## src/rtl/demux8_wr_bank_pkg.sv

```systemverilog
// Shared sizing and index types for the eight-entry write-demux register bank
// and its 3-to-8 write decoder.
package demux8_wr_bank_pkg;

  localparam int unsigned NUM_ENTRIES = 8;
  localparam int unsigned SEL_W       = 3;

  typedef logic [NUM_ENTRIES-1:0] onehot_t;
  typedef logic [SEL_W-1:0]       sel_t;

endpackage

```

## src/rtl/demux8_wr_bank_decoder3to8.sv

```systemverilog
// Combinational 3-to-8 one-hot decoder with enable; reusable for any
// register-file write-enable fan-out.
module decoder3to8
  import demux8_wr_bank_pkg::*;
(
  input  logic               en,
  input  logic [SEL_W-1:0]   sel,
  output logic [NUM_ENTRIES-1:0] onehot
);

  always_comb begin
    onehot = '0;
    if (en) begin
      onehot[sel] = 1'b1;
    end
  end

endmodule

```

## src/rtl/demux8_wr_bank.sv

```systemverilog
// Eight-entry register bank: one-stage write commit register feeding a one-hot
// demux into the entry array, plus a registered read port with commit bypass.
module demux8_wr_bank
  import demux8_wr_bank_pkg::*;
#(
  parameter int unsigned WIDTH   = 32,
  parameter bit          ZERO_E0 = 1'b1
) (
  input  logic                   clk,
  input  logic                   arst,
  input  logic                   wr_en,
  input  logic [SEL_W-1:0]       wr_sel,
  input  logic [WIDTH-1:0]       wr_data,
  input  logic [SEL_W-1:0]       rd_sel,
  output logic [WIDTH-1:0]       rd_data,
  output logic [NUM_ENTRIES-1:0] wr_onehot,
  output logic [NUM_ENTRIES-1:0] valid_map
);

  logic             pend;
  sel_t             cmt_sel;
  logic [WIDTH-1:0] cmt_data;
  onehot_t          dec_raw;
  onehot_t          dec;
  logic             bypass;
  logic [WIDTH-1:0] entries [NUM_ENTRIES];

  decoder3to8 u_dec (
    .en     (pend),
    .sel    (cmt_sel),
    .onehot (dec_raw)
  );

  always_comb begin
    dec = dec_raw;
    if (ZERO_E0) begin
      dec[0] = 1'b0;
    end
  end

  // Decoded purely from registered commit state, so it behaves as a registered output.
  assign wr_onehot = dec;

  // The commit register always holds the youngest write, so it overrides the array.
  assign bypass = pend && (cmt_sel == rd_sel) && !(ZERO_E0 && (cmt_sel == '0));

  always_ff @(posedge clk or posedge arst) begin
    if (arst) begin
      pend     <= 1'b0;
      cmt_sel  <= '0;
      cmt_data <= '0;
    end else begin
      pend <= wr_en;
      if (wr_en) begin
        cmt_sel  <= wr_sel;
        cmt_data <= wr_data;
      end
    end
  end

  always_ff @(posedge clk or posedge arst) begin
    if (arst) begin
      for (int unsigned i = 0; i < NUM_ENTRIES; i++) begin
        entries[i] <= '0;
      end
      valid_map <= '0;
    end else begin
      for (int unsigned i = 0; i < NUM_ENTRIES; i++) begin
        if (dec[i]) begin
          entries[i]   <= cmt_data;
          valid_map[i] <= 1'b1;
        end
      end
    end
  end

  always_ff @(posedge clk or posedge arst) begin
    if (arst) begin
      rd_data <= '0;
    end else if (bypass) begin
      rd_data <= cmt_data;
    end else begin
      rd_data <= entries[rd_sel];
    end
  end

endmodule

```

## config.mk

```make
export PLATFORM = sky130hd
export DESIGN_NAME = demux8_wr_bank
export DESIGN_NICKNAME = d
export VERILOG_FILES = /design/src/rtl/demux8_wr_bank_pkg.sv /design/src/rtl/demux8_wr_bank_decoder3to8.sv /design/src/rtl/demux8_wr_bank.sv
export SDC_FILE = /design/constraint.sdc
export NUM_CORES = 1
export LEC_CHECK = 0
export BUFFER_PORTS_ARGS = -buffer_cell sky130_fd_sc_hd__buf_4
export CORE_MARGIN = 4
export CORE_UTILIZATION = 40
export DETAILED_ROUTE_END_ITERATION = 12
export PLACE_DENSITY = 0.65
export SETUP_SLACK_MARGIN = 0.02
export SLEW_MARGIN = 20
export SYNTH_ARGS = -nofsm -noshare
export SYNTH_HDL_FRONTEND = slang
export SYNTH_SLANG_ARGS = --single-unit
```

## constraint.sdc

```tcl
create_clock -name clk -period 26.4 [get_ports clk]
set_input_delay 5.28 -clock clk [delete_from_list [all_inputs] [get_ports clk]]
set_output_delay 5.28 -clock clk [all_outputs]
set_load 0.03 [all_outputs]
```

Word-level counts from Yosys, hierarchy flattened
Index checks and enable logic that the tools add are counted.
{"block": "word_totals", "ff_bits": 299, "elab_cells": 35, "inputBits": 41, "out_inout_bits": 48}
{"block": "classes", "magnitude_cmp": 3, "muxes": 7, "n_eq_ne": 1, "bitwise_logic": 1, "n_reduce_logical": 5}
{"cell": "$bmux W32 S3", "n": 1}
{"cell": "$mux W32", "n": 3}
{"cell": "$mux W8", "n": 1}
{"cell": "$ge A4 B4 Y1 const B", "n": 1}
{"cell": "$lt A3 B4 Y1 const B", "n": 1}
{"cell": "$not A3 Y4", "n": 1}
{"cell": "$demux W1 S3", "n": 1}
{"cell": "$eq A3 B3 Y1", "n": 1}
{"cell": "$ge A3 B1 Y1 const B", "n": 1}
{"cell": "$logic_and A1 B1 Y1", "n": 3}
{"cell": "$logic_not A3 Y1", "n": 1}
{"cell": "$logic_not A1 Y1", "n": 1}
{"cell": "$mux W1", "n": 1}

Depth between registers and ports, before layout
{"block": "depth", "ltp_word": 5, "ltp_mapped": 7, "mapped_depth_nobuf": 4}

Modules after synthesis
From an unflattened synthesis, not the netlist that was laid out.
{"block": "unflattened", "cells_unflattened": 841, "hier_area_um2": 12847.3}
{"mod": "demux8_wr_bank", "seq_area_each_um2": 7482.2, "instances": 1, "cells_each": 833, "area_per_inst_um2": 12752.2}
{"mod": "decoder3to8", "seq_area_each_um2": 0.0, "instances": 1, "cells_each": 8, "area_per_inst_um2": 95.1}

Least setup slack after synthesis
OpenSTA, ideal clock, no wires.
{"block": "synth_path", "path_kind": "input-to-reg", "startpoint": "input rd_sel[1]", "endpoint": "register rd_data[22]", "n_path_buf": 2, "setup_time_ns": 0.125, "t_required_ns": 26.275, "slack_ns": 19.688, "stages": 5, "arrival_time_ns": 6.587, "path_cell_list": "buf_2 xor2_1 a2111oi_4 buf_6 mux2_2"}
{"block": "synth_via", "elab_chain_cells": 5, "word_cells_on_any_way": 8, "cone_classes": "eq/ne: 1; mux: 4; bitwise: 1; reduce/logical: 2"}
{"item": "start: declaration", "line": "demux8_wr_bank.sv:14", "text": "input logic [SEL_W-1:0] rd_sel,"}
{"item": "$not A3 Y4 (implied by the code)", "line": "demux8_wr_bank.sv:83", "text": "rd_data <= entries[rd_sel];"}
{"item": "$bmux W32 S3", "line": "demux8_wr_bank.sv:83"}
{"item": "$mux W32 (implied by the code) (2 in a row)", "line": "demux8_wr_bank.sv:83"}
{"item": "$mux W32 *", "line": "demux8_wr_bank.sv:80", "text": "end else if (bypass) begin"}
{"item": "end signal: assignment", "line": "demux8_wr_bank.sv:81", "text": "rd_data <= cmt_data;"}
{"item": "end signal: assignment", "line": "demux8_wr_bank.sv:83"}
{"item": "end: declaration", "line": "demux8_wr_bank.sv:15", "text": "output logic [WIDTH-1:0] rd_data,"}
Every way passes the cells marked *; elsewhere a longest branch is shown, timed or not. The select of a mux whose other input is x is not followed.
A chain may end at the register's enable or synchronous reset.

Worst setup path after layout
{"block": "layout_path", "startpoint": "input rd_sel[1]", "endpoint": "register rd_data[21]"}
Same word-level chain as after synthesis.

==> results.ini <==
[hold_path]
worst_hold_path_type = flop to flop
min_to = valid_map[6]
hp-start = valid_map[6]
holdPathStages = 1

[detailed_routing]
antenna_left = 0
via_count = 7905
firstDrtPassIters = 4
wire_per_inst_um = 20.0
drt_iter0_markers = 326
vias_per_cell = 5.34
drc_errors = 0
drt-total-wl_um = 29600

[logic_synthesis]
yosys_warnings = 0
synthTopCellsByCount = 299 x dfrtp_1, 256 x mux2_2, 195 x nand2_1
synth_seq_area_share_pct = 58.1
yosysTopAreaCellShare_pct = 58.1
synth_most_common_cell = dfrtp_1
synth_area_leader_cell = dfrtp_1
synthCells = 979
ys_top_cells_by_area = dfrtp_1 58%, mux2_2 22%, nand2_1 5.7%
synth-edff-count = 0
ys_seq_elements = 299
async_flop_share_pct = 100
synth-main-ff-cell = dfrtp_1
syn_avg_cell_area_um2 = 13.2
syn_area_mm2 = 0.0129
synthDistinctLibCells = 30

[worst_setup_path]
critPathKind = input port to flop
crit_arrival_ns = 8.08
cp_cell_sequence = buf_4 -> buf_4 -> xor2_1 -> a2111oi_4 -> buf_4 -> mux2_2
cp-start-kind = input port
r2r-start = cmt_sel[1]
worstSetupEndpointType = flop
cp_common_cell = buf_4
cp.required_ns = 26.82
cp_max_fo = 53
slowest_delay_ns = 0.82
crit_slowest_cell = buf_4
rr_worst_depth = 4
r2r-end = entries[81]
rrSetupSlack_ns = 24.29

[sta]
slew_viol_final = 0
setup-tns-final_ns = 0
slew_headroom_pct = 38.4
tightest_slew_ns = 0.924
period_share_pct = 29.0
rsz0062_at_grt = false
fin_skew_ns = 0.0181
layout_min_cycle_time_ns = 7.66
setup_viol = 0
hold_viol = 0
clock.fmax_mhz = 131

[floorplan]
die_h_um = 187
rows = 65
dieArea_mm2 = 0.0351
die_width_um = 187
ios = 89
start_util_pct = 40.7
core_area_mm2 = 0.0316

[layout]
fill_cells = 2797
synthToLayoutAreaGrowth_pct = 15.3
utilization_pct = 46.9
n_antenna_cell = 0
nNetsFinal = 1095
drive_above_1_share_pct = 38.9

[global_route]
track_usage_pct = 16.7
grt_pass1_wl_um = 47800
grt.overflow.total = 0
grt_pass1_vias = 8405
antenna_found_initial = 0
grt_max_degree = 93

[clocking]
cts_sinks = 299
clk_latency_ns = 0.55
cts_made_buffers = 31
cts_tree = done
clkTransAtPathRegs_ns = 0.06
post_cts_resized = 0
holdBufCountCts = 0
cts_max_level = 1
cts_root_buf = clkbuf_16
post-cts-setup-buffers = 0
cts.path.max_buffers = 3

[job]
drv_cap = 0

[power_and_ir_drop]
p_per_area_mw_per_mm2 = 96.4
peakVddDrop_mv = 0.0715
p_leak_nw = 6.88

[run_status]
status = complete, no violations

[placement]
gp_congestion = 0.721
hpwl_um = 16800
port_buffers = 86

## layout make-up
class                      instances  area [um^2]  area share, %
sequential                       299         7480           50.4
multi-input combinational        609         5030           33.9
clock buffer                      48          910           6.12
timing repair buffer             106          796           5.36
tap                              402          503           3.39
clock inverter                     8         97.6          0.657
inverter                           7         33.8          0.227
## state kept, by name, indices dropped and copies added (netlist names)
register   cells
cmt_data      32
cmt_sel        3
entries      224
pend           1
rd_data       32
valid_map      7
## worst max-delay path: cells and delay by family
family          cells  cell delay [ns]
buf+inv             3             1.77
xor+xnor            1             0.21
mux                 1             0.38
compound gates      1             0.38
## report_power, final
group / switching (mW) / internal (mW) / total (mW)
combinational: 0.141 / 0.173 / 0.314
sequential: 0.0833 / 0.606 / 0.689
clock: 0.174 / 0.255 / 0.429
## how the worst max path moves through the flow
| stage | end | slack (ns) | depth (start not counted) | startpoint |
|---|---|---|---|---|
| final | rd_data[21] | 18.74 | 6 | rd_sel[1] |
| after global routing | rd_data[21] | 18.64 | 6 | rd_sel[1] |
| after CTS | rd_data[21] | 18.73 | 6 | rd_sel[1] |
| after detailed placement | rd_data[15] | 18.13 | 6 | rd_sel[1] |
| after global placement | rd_data[22] | 18.16 | 6 | rd_sel[1] |
| after floorplan | cmt_data[0] | 12.86 | 1 | arst |
## placed cells by master, fill, tap and decap left out, drive strengths merged
cell type and n:
dfrtp 299, mux2 256, nand2 195, buf 106, mux2i 64, clkbuf 48
o22ai 31, a221o 31, nand2b 8, inv 8, clkinv 5, or2 4
o21ai 3, nor2 2, xor2 2, nand4 2, conb 2, bufinv 2
nor3 1, nand4b 1, nor3b 1, and2 1, o21bai 1, a2111oi 1
mux4 1, nand4bb 1, a21oi 1
## through the flow
step | setup WS, ns | instance area (um^2) | std cells | power, mW | hold WS (ns)
2_1_floorplan | 12.86 | 12900 | 980 | 0.919 | 0.438
3_3_place_gp | 18.16 | 13800 | 1423 | 1.00 | 0.452
3_5_place_dp | 18.13 | 13800 | 1423 | 1.01 | 0.453
4_1_cts | 18.73 | 14900 | 1479 | 1.45 | 0.468
5_1_grt | 18.64 | 14900 | 1479 | 1.52 | 0.475
6_report | 18.74 | 14900 | 1479 | 1.43 | 0.464
## cells by family (layout without fill, tap and decap cells)
kind of cell | count (synthesis) | in the layout | synth area share (%)
mux | 321 | 321 | 27.5
flops | 299 | 299 | 58.1
other cells | 1 | 2 | 0.0291
compound gates | 68 | 68 | 4.34
xor+xnor | 2 | 2 | 0.136
simple gates | 216 | 216 | 6.80
buf+inv | 72 | 169 | 3.08
## per-layer routing
metal  global-route usage, %  up-vias  routed length (um)
li1                        -     3594                   -
met1                    24.1     4147               14000
met2                    27.4      133               14100
met3                    2.41       31                1020
met4                    3.11        0                 426
met5                       0        -                   0
(Power assumes the default switching activity.)
